### config.mk
export PLATFORM = sky130hd
export DESIGN_NAME = mask_centroid
export DESIGN_NICKNAME = d
export VERILOG_FILES = /design/src/rtl/mask_centroid.sv
export SDC_FILE = /design/constraint.sdc
export NUM_CORES = 1
export LEC_CHECK = 0
export CORE_UTILIZATION = 64
export CTS_CLUSTER_DIAMETER = 150
export DETAILED_ROUTE_END_ITERATION = 10
export PLACE_DENSITY = 0.9
export SYNTH_ARGS = -nofsm -noshare
export SYNTH_HDL_FRONTEND = slang
export SYNTH_SLANG_ARGS = --single-unit
### constraint.sdc
create_clock -name clk -period 4.25 [get_ports clk]
set_input_delay 0.425 -clock clk [delete_from_list [all_inputs] [get_ports clk]]
set_output_delay 0.425 -clock clk [all_outputs]
set_load 0.05 [all_outputs]
### src/rtl/mask_centroid.sv
// Per-frame white-pixel area and integer centroid of a binary mask video stream.
// Optional crosshair overlay at the last centroid is enabled by MASK_CENTROID_CROSSHAIR_EN.
module mask_centroid #(
    parameter int X_WIDTH  = 11,
    parameter int Y_WIDTH  = 11,
    parameter int MIN_AREA = 1
) (
    input  logic                       clk,
    input  logic                       rst_n,
    input  logic                       de_in,
    input  logic                       h_sync_in,
    input  logic                       v_sync_in,
    input  logic [23:0]                pixel_in,
    output logic                       de_out,
    output logic                       h_sync_out,
    output logic                       v_sync_out,
    output logic [23:0]                pixel_out,
    output logic [X_WIDTH-1:0]         x_center,
    output logic [Y_WIDTH-1:0]         y_center,
    output logic [X_WIDTH+Y_WIDTH-1:0] area,
    output logic                       found,
    output logic                       result_valid
);

    localparam int CW  = X_WIDTH + Y_WIDTH;
    localparam int SXW = 2 * X_WIDTH + Y_WIDTH;
    localparam int SYW = X_WIDTH + 2 * Y_WIDTH;
    localparam int QW  = (X_WIDTH > Y_WIDTH) ? X_WIDTH : Y_WIDTH;
    localparam int SW  = $clog2(QW);

    localparam logic [SW-1:0] LAST_X     = SW'(X_WIDTH - 1);
    localparam logic [SW-1:0] LAST_Y     = SW'(Y_WIDTH - 1);
    localparam logic [CW-1:0] MIN_AREA_C = CW'(MIN_AREA);

    typedef enum logic [2:0] {
        IDLE,
        CHECK,
        DIV_X,
        DIV_Y,
        DONE
    } state_t;

    state_t state, state_next;

    logic [X_WIDTH-1:0] x_cnt;
    logic [Y_WIDTH-1:0] y_cnt;
    logic [CW-1:0]      cnt, snap_cnt;
    logic [SXW-1:0]     sum_x, snap_sx;
    logic [SYW-1:0]     sum_y, snap_sy;
    logic [CW-1:0]      rem;
    logic [QW-1:0]      dvd;
    logic [SW-1:0]      step;
    logic [X_WIDTH-1:0] x_quot;
    logic [23:0]        pixel_next;

    logic take_snap, load_x, load_y, div_step, finish_nf, finish_found;

    // The delayed video outputs double as the 1-cycle history for edge detection.
    logic de_fall, vs_rise;
    assign de_fall = de_out & ~de_in;
    assign vs_rise = v_sync_in & ~v_sync_out;

    // Video path: plain register stage, independent of the measurement FSM.
    // NOTE: all clocked state uses non-blocking assignments so every register
    // samples pre-edge values, regardless of block ordering.
    always_ff @(posedge clk or negedge rst_n) begin
        if (!rst_n) begin
            de_out     <= 1'b0;
            h_sync_out <= 1'b0;
            v_sync_out <= 1'b0;
            pixel_out  <= '0;
        end else begin
            de_out     <= de_in;
            h_sync_out <= h_sync_in;
            v_sync_out <= v_sync_in;
            pixel_out  <= pixel_next;
        end
    end

`ifdef MASK_CENTROID_CROSSHAIR_EN
    always_comb begin
        pixel_next = pixel_in;
        if (de_in && found && (x_cnt == x_center || y_cnt == y_center))
            pixel_next = 24'hff0000;
    end
`else
    assign pixel_next = pixel_in;
`endif

    // Pixel position: the counter values before this cycle's increment.
    always_ff @(posedge clk or negedge rst_n) begin
        if (!rst_n) begin
            x_cnt <= '0;
            y_cnt <= '0;
        end else begin
            if (de_in)
                x_cnt <= x_cnt + X_WIDTH'(1);
            else if (de_fall)
                x_cnt <= '0;

            if (vs_rise)
                y_cnt <= '0;
            else if (de_fall)
                y_cnt <= y_cnt + Y_WIDTH'(1);
        end
    end

    // Accumulators always restart on a frame boundary; the snapshot is only
    // taken when the FSM is free to consume it.
    always_ff @(posedge clk or negedge rst_n) begin
        if (!rst_n) begin
            cnt      <= '0;
            sum_x    <= '0;
            sum_y    <= '0;
            snap_cnt <= '0;
            snap_sx  <= '0;
            snap_sy  <= '0;
        end else begin
            if (take_snap) begin
                snap_cnt <= cnt;
                snap_sx  <= sum_x;
                snap_sy  <= sum_y;
            end

            if (vs_rise) begin
                cnt   <= '0;
                sum_x <= '0;
                sum_y <= '0;
            end else if (de_in && pixel_in[0]) begin
                cnt   <= cnt + CW'(1);
                sum_x <= sum_x + SXW'(x_cnt);
                sum_y <= sum_y + SYW'(y_cnt);
            end
        end
    end

    always_ff @(posedge clk or negedge rst_n) begin
        if (!rst_n)
            state <= IDLE;
        else
            state <= state_next;
    end

    // NOTE: every signal driven here gets a default first, so no path through
    // the case statement can leave one unassigned and infer a latch.
    always_comb begin
        state_next   = state;
        take_snap    = 1'b0;
        load_x       = 1'b0;
        load_y       = 1'b0;
        div_step     = 1'b0;
        finish_nf    = 1'b0;
        finish_found = 1'b0;
        case (state)
            IDLE: begin
                if (vs_rise) begin
                    take_snap  = 1'b1;
                    state_next = CHECK;
                end
            end
            CHECK: begin
                if (snap_cnt < MIN_AREA_C) begin
                    finish_nf  = 1'b1;
                    state_next = IDLE;
                end else begin
                    load_x     = 1'b1;
                    state_next = DIV_X;
                end
            end
            DIV_X: begin
                div_step = 1'b1;
                if (step == LAST_X) begin
                    load_y     = 1'b1;
                    state_next = DIV_Y;
                end
            end
            DIV_Y: begin
                div_step = 1'b1;
                if (step == LAST_Y) begin
                    finish_found = 1'b1;
                    state_next   = DONE;
                end
            end
            DONE:    state_next = IDLE;
            default: state_next = IDLE;
        endcase
    end

    // Restoring divider step. The partial remainder starts as the dividend's
    // upper bits (always < divisor, since the quotient fits its counter width);
    // low dividend bits shift out of dvd MSB-first while quotient bits shift in.
    logic [CW:0]   trial;
    logic          q_bit;
    logic [CW-1:0] rem_next;
    logic [QW-1:0] dvd_next;

    always_comb begin
        trial    = {rem, dvd[QW-1]};
        q_bit    = (trial >= {1'b0, snap_cnt});
        rem_next = q_bit ? (trial[CW-1:0] - snap_cnt) : trial[CW-1:0];
        dvd_next = {dvd[QW-2:0], q_bit};
    end

    always_ff @(posedge clk or negedge rst_n) begin
        if (!rst_n) begin
            rem    <= '0;
            dvd    <= '0;
            step   <= '0;
            x_quot <= '0;
        end else begin
            if (load_x) begin
                rem  <= snap_sx[SXW-1:X_WIDTH];
                dvd  <= QW'(snap_sx[X_WIDTH-1:0]) << (QW - X_WIDTH);
                step <= '0;
            end

            if (div_step) begin
                rem  <= rem_next;
                dvd  <= dvd_next;
                step <= step + SW'(1);
            end

            // Last x step: keep the x quotient, then reuse the datapath for y.
            if (load_y) begin
                x_quot <= dvd_next[X_WIDTH-1:0];
                rem    <= snap_sy[SYW-1:Y_WIDTH];
                dvd    <= QW'(snap_sy[Y_WIDTH-1:0]) << (QW - Y_WIDTH);
                step   <= '0;
            end
        end
    end

    // Published results; the update lands in the DONE cycle for found frames.
    always_ff @(posedge clk or negedge rst_n) begin
        if (!rst_n) begin
            x_center     <= '0;
            y_center     <= '0;
            area         <= '0;
            found        <= 1'b0;
            result_valid <= 1'b0;
        end else begin
            result_valid <= 1'b0;
            if (finish_nf) begin
                area         <= snap_cnt;
                found        <= 1'b0;
                result_valid <= 1'b1;
            end
            if (finish_found) begin
                x_center     <= x_quot;
                y_center     <= dvd_next[Y_WIDTH-1:0];
                area         <= snap_cnt;
                found        <= 1'b1;
                result_valid <= 1'b1;
            end
        end
    end

endmodule

==> flow_summary_export.csv <==
group,metric,value,unit
sta,holdWs,-0.03418,ns
finish,seq_area,0.008058,mm^2
routing,wirelength,40.40,mm
worst_setup_path,worstPathArrival,3.84,ns
run,max-cap-violations,0,
worst_setup_path,reg2reg_from,"dvd[10]",
placement,hpwl,26.55,mm
clock_tree,cts_root_buf,"clkbuf_16",
synthesis,synth_compound_area_frac,0.1465,
pwr,power,0.01168,W
worst_setup_path,critPathTopFamily,"compound AO/OA/AOI/OAI gates",
finish,mostFrequentLayoutCells,"dfrtp_1, nand2_1, nor2_1, o21ai_0, a21oi_1",
clock_tree,clkSinkCount,322,
clock_tree,cts_tree,"yes",
pwr,cellPowerDensity,638.5,mW/mm^2
pwr,sw_frac_of_total,0.3868,
worst_setup_path,slowest_stage,"a2111oi_1",
finish,drive_gt1_frac,0.1137,
status,violations,"negative hold slack",
sta,final.setup_skew,0.02629,ns
clock_tree,post_cts_resized,0,
clock_tree,post_cts.repair.setup_buffers,0,
finish,multi_input_area,0.007181,mm^2
placement,port_buffers,101,
worst_setup_path,cp.required,4.65,ns
die,die_height,158.8,um
pwr,ir_drop,0.0004603,V
pwr,p_switching,0.004519,W
global_routing,overflow,0,
placement,place_congestion,0.8959,
worst_setup_path,reg2regPathDepth,11,
global_routing,grt_pass1_wl,66.85,mm
worst_setup_path,r2r_slack,0.82,ns
die,core,0.02425,mm^2
sta,maxSlewViolCount,0,
pwr,leakagePower,8.254,nW
sta,rsz0062_at_grt,"no",
worst_setup_path,startpoint_type,"flop",
die,dieWidth,158.8,um
routing,first_iter_violations,1202,
clock_tree,hold_buffers,0,
synthesis,async_flop_share,1.000,
synthesis,synthCells,1571,
synthesis,synth_nets,1652,
worst_setup_path,slowest_delay,0.76,ns
worst_setup_path,worst-path-buf-inv,2,
sta,worst_slew_pin_slew,0.8827,ns
worst_setup_path,crit_type,"reg -> reg",
die,die-area,0.02522,mm^2
clock_tree,cts.path.max_buffers,3,
synthesis,yosys_warnings,0,
clock_tree,ctsHtreeMaxLevel,2,
synthesis,avgSynthCellArea,10.02,um^2
synthesis,synth_top_family_by_area,"simple AND/OR/NAND/NOR gates",
clock_tree,clk_pin_slew_worst_paths,0.06,ns
worst_setup_path,reg2reg_to,"rem[16]",
global_routing,grt_max_degree,115,
finish,area_growth,16.27,%
sta,layout_min_cycle_time,3.434,ns
worst_setup_path,crit_fanout,3,
synthesis,yosys_register_bits,322,
pwr,seqPwrFrac,0.344,
global_routing,grt_usage,0.3309,
pwr,p_int,0.007165,W
sta,max_freq,291.2,MHz
clock_tree,cts_inserted_buffers,34,
finish,nFillCells,1543,
worst_setup_path,crit_path_end_kind,"flop",
sta,timing.final.crit_share,0.8079,
sta,relSlewSlack,0.4115,
synthesis,netlist_area,0.01574,mm^2
pwr,comb_power_share,0.385,
synthesis,synthAdderAreaFrac,0.04277,
pwr,power_frac_clock,0.271,
sta,finalSetupTns,0,ns
routing,dr.pass1.iters,5,
synthesis,synth_xor_area_frac,0.03784,
die,pin_count,102,
global_routing,grt_antenna_before_repair,0,
synthesis,yosysSeqAreaShare,0.5120,
routing,vias,12825,
routing,antenna_left,0,
routing,drc,0,
min_path,min_path_type,"in -> async",
routing,wire_per_inst,20.16,um
synthesis,yosys_most_used_dff,"dfrtp_1",
sta,setup_viol_count_final,0,
sta,finalHoldViolCount,25,
synthesis,synth-edff-count,0,
status,outcome,"finished, violations left",
finish,nNetsFinal,1735,
die,start_util,0.6491,
synthesis,muxShareOfSynthArea,0.07560,
synthesis,yosysUniqueCellTypes,67,
synthesis,yosys.area_share.simple,0.1520,
global_routing,grt_pass1_vias,12827,
finish,antenna_cells,0,
worst_setup_path,crit_cells,11,
clock_tree,clock_latency,0.55,ns
die,num_rows,57,
worst_setup_path,worstPathCellList,"inv_1 -> ha_1 -> inv_1 -> fa_1 -> a21o_1 -> a21o_1 -> a2111oi_1 -> a21oi_1 -> o41a_1 -> a211oi_1 -> a211oi_1",
finish,layout_commonest_cell,"dfrtp_1",
routing,viasPerCell,6.400,
==> worst max path at each step <==
stage | from | end | slack, ns
CTS | dvd[10] | rem[16] | 0.88
floorplan | dvd[10] | rem[16] | 1.44
global route | y_cnt[0] | sum_y[32] | 0.63
global placement | dvd[10] | rem[16] | 1.05
finish | dvd[10] | rem[16] | 0.82
detailed placement | dvd[10] | rem[16] | 0.96
==> kinds of logic (layout without fill, tap and decap cells) <==
kind of cell	Yosys count	in the layout
AO/OA/AOI/OAI	373	373
XOR/XNOR	68	68
adder cells (fa/ha/maj)	52	52
buffers and inverters	133	242
flip-flops	322	322
multiplexers	107	107
AND/OR/NAND/NOR	516	516
==> final cells by class <==
class | count | area share
sequential | 322 | 0.4403
tap | 324 | 0.02215
clock buffer | 46 | 0.05442
clock inverter | 16 | 0.01244
inverter | 57 | 0.01169
multi-input combinational | 1116 | 0.3924
timing repair buffer | 123 | 0.06659
==> metal layers <==
| layer | GRT usage | vias to the layer above | part of all wire |
|---|---|---|---|
| met4 | 0.1664 | 0 | 0.051 |
| li1 | - | 5743 | - |
| met3 | 0.04519 | 163 | 0.067 |
| met1 | 0.4238 | 6293 | 0.39 |
| met5 | 0 | - | 0 |
| met2 | 0.5538 | 626 | 0.49 |
==> power by group through the flow <==
stage	registers [W]	clock network, W	logic, W
2_1_floorplan	0.00436	0	0.00275
3_5_place_dp	0.00404	0	0.00435
3_3_place_gp	0.00402	0	0.00422
4_1_cts	0.00400	0.00320	0.00443
5_1_grt	0.00406	0.00332	0.00487
6_report	0.00402	0.00317	0.00450
==> stage by stage <==
| stage | cell area, um^2 | std cells | hold WS, ns | setup slack [ns] | utilization |
|---|---|---|---|---|---|
| 6_report | 18300 | 2004 | -0.03418 | 0.8163 | 0.7547 |
| 5_1_grt | 18300 | 2004 | 0.03679 | 0.6332 | 0.7547 |
| 4_1_cts | 18300 | 2004 | 0.004313 | 0.8775 | 0.7547 |
| 3_5_place_dp | 17080 | 1942 | 0.4603 | 0.9617 | 0.7042 |
| 3_3_place_gp | 17080 | 1942 | 0.4547 | 1.048 | 0.7042 |
| 2_1_floorplan | 15740 | 1571 | 0.1294 | 1.437 | - |
==> synthesized netlist by cell type, types with 3 or more instances <==
| cell type | number | share of area |
|---|---|---|
| o41ai_1 | 3 | 0.0017 |
| a31oi_1 | 9 | 0.0036 |
| nor2b_1 | 11 | 0.0044 |
| a2111oi_0 | 3 | 0.0017 |
| and2_1 | 3 | 0.0012 |
| nand3b_1 | 5 | 0.0024 |
| or3_1 | 23 | 0.0091 |
| nor4_1 | 9 | 0.0036 |
| nor4b_1 | 6 | 0.0033 |
| a41oi_1 | 5 | 0.0028 |
| a21oi_1 | 108 | 0.034 |
| o21ai_0 | 116 | 0.037 |
| nand3_1 | 51 | 0.016 |
| buf_1 | 4 | 0.00095 |
| a21o_1 | 18 | 0.0086 |
| a211o_1 | 5 | 0.0028 |
| and3_1 | 18 | 0.0072 |
| o22ai_1 | 10 | 0.0040 |
| mux2i_1 | 15 | 0.0095 |
| fa_1 | 3 | 0.0038 |
| buf_2 | 4 | 0.0013 |
| o211ai_1 | 20 | 0.0095 |
| nor3_1 | 19 | 0.0060 |
| a221o_1 | 3 | 0.0019 |
| a221oi_1 | 8 | 0.0045 |
| nand2b_1 | 8 | 0.0032 |
| o22a_1 | 3 | 0.0017 |
| inv_1 | 57 | 0.014 |
| a22oi_1 | 3 | 0.0014 |
| or4_1 | 8 | 0.0038 |
| o31ai_1 | 13 | 0.0062 |
| dfrtp_1 | 322 | 0.51 |
| nand2_1 | 192 | 0.046 |
| xnor2_1 | 31 | 0.017 |
| nand4_1 | 29 | 0.012 |
| a211oi_1 | 12 | 0.0057 |
| a21boi_0 | 5 | 0.0024 |
| xor2_1 | 37 | 0.021 |
| ha_1 | 49 | 0.039 |
| mux2_2 | 91 | 0.065 |
| nor2_1 | 127 | 0.030 |
| clkbuf_1 | 64 | 0.015 |
| o21a_1 | 8 | 0.0038 |
==> state kept, by name, summed over array words and instances (netlist names), 3 cells and up <==
signal and count:
cnt 22, step 4, snap_cnt 22, y_cnt 11
sum_y 33, x_cnt 11, rem 22, dvd 11
state 3, y_center 11, snap_sy 33, snap_sx 33
area 22, x_center 11, pixel_out 24, sum_x 33
x_quot 11
Power figures use the tool's default switching activity.
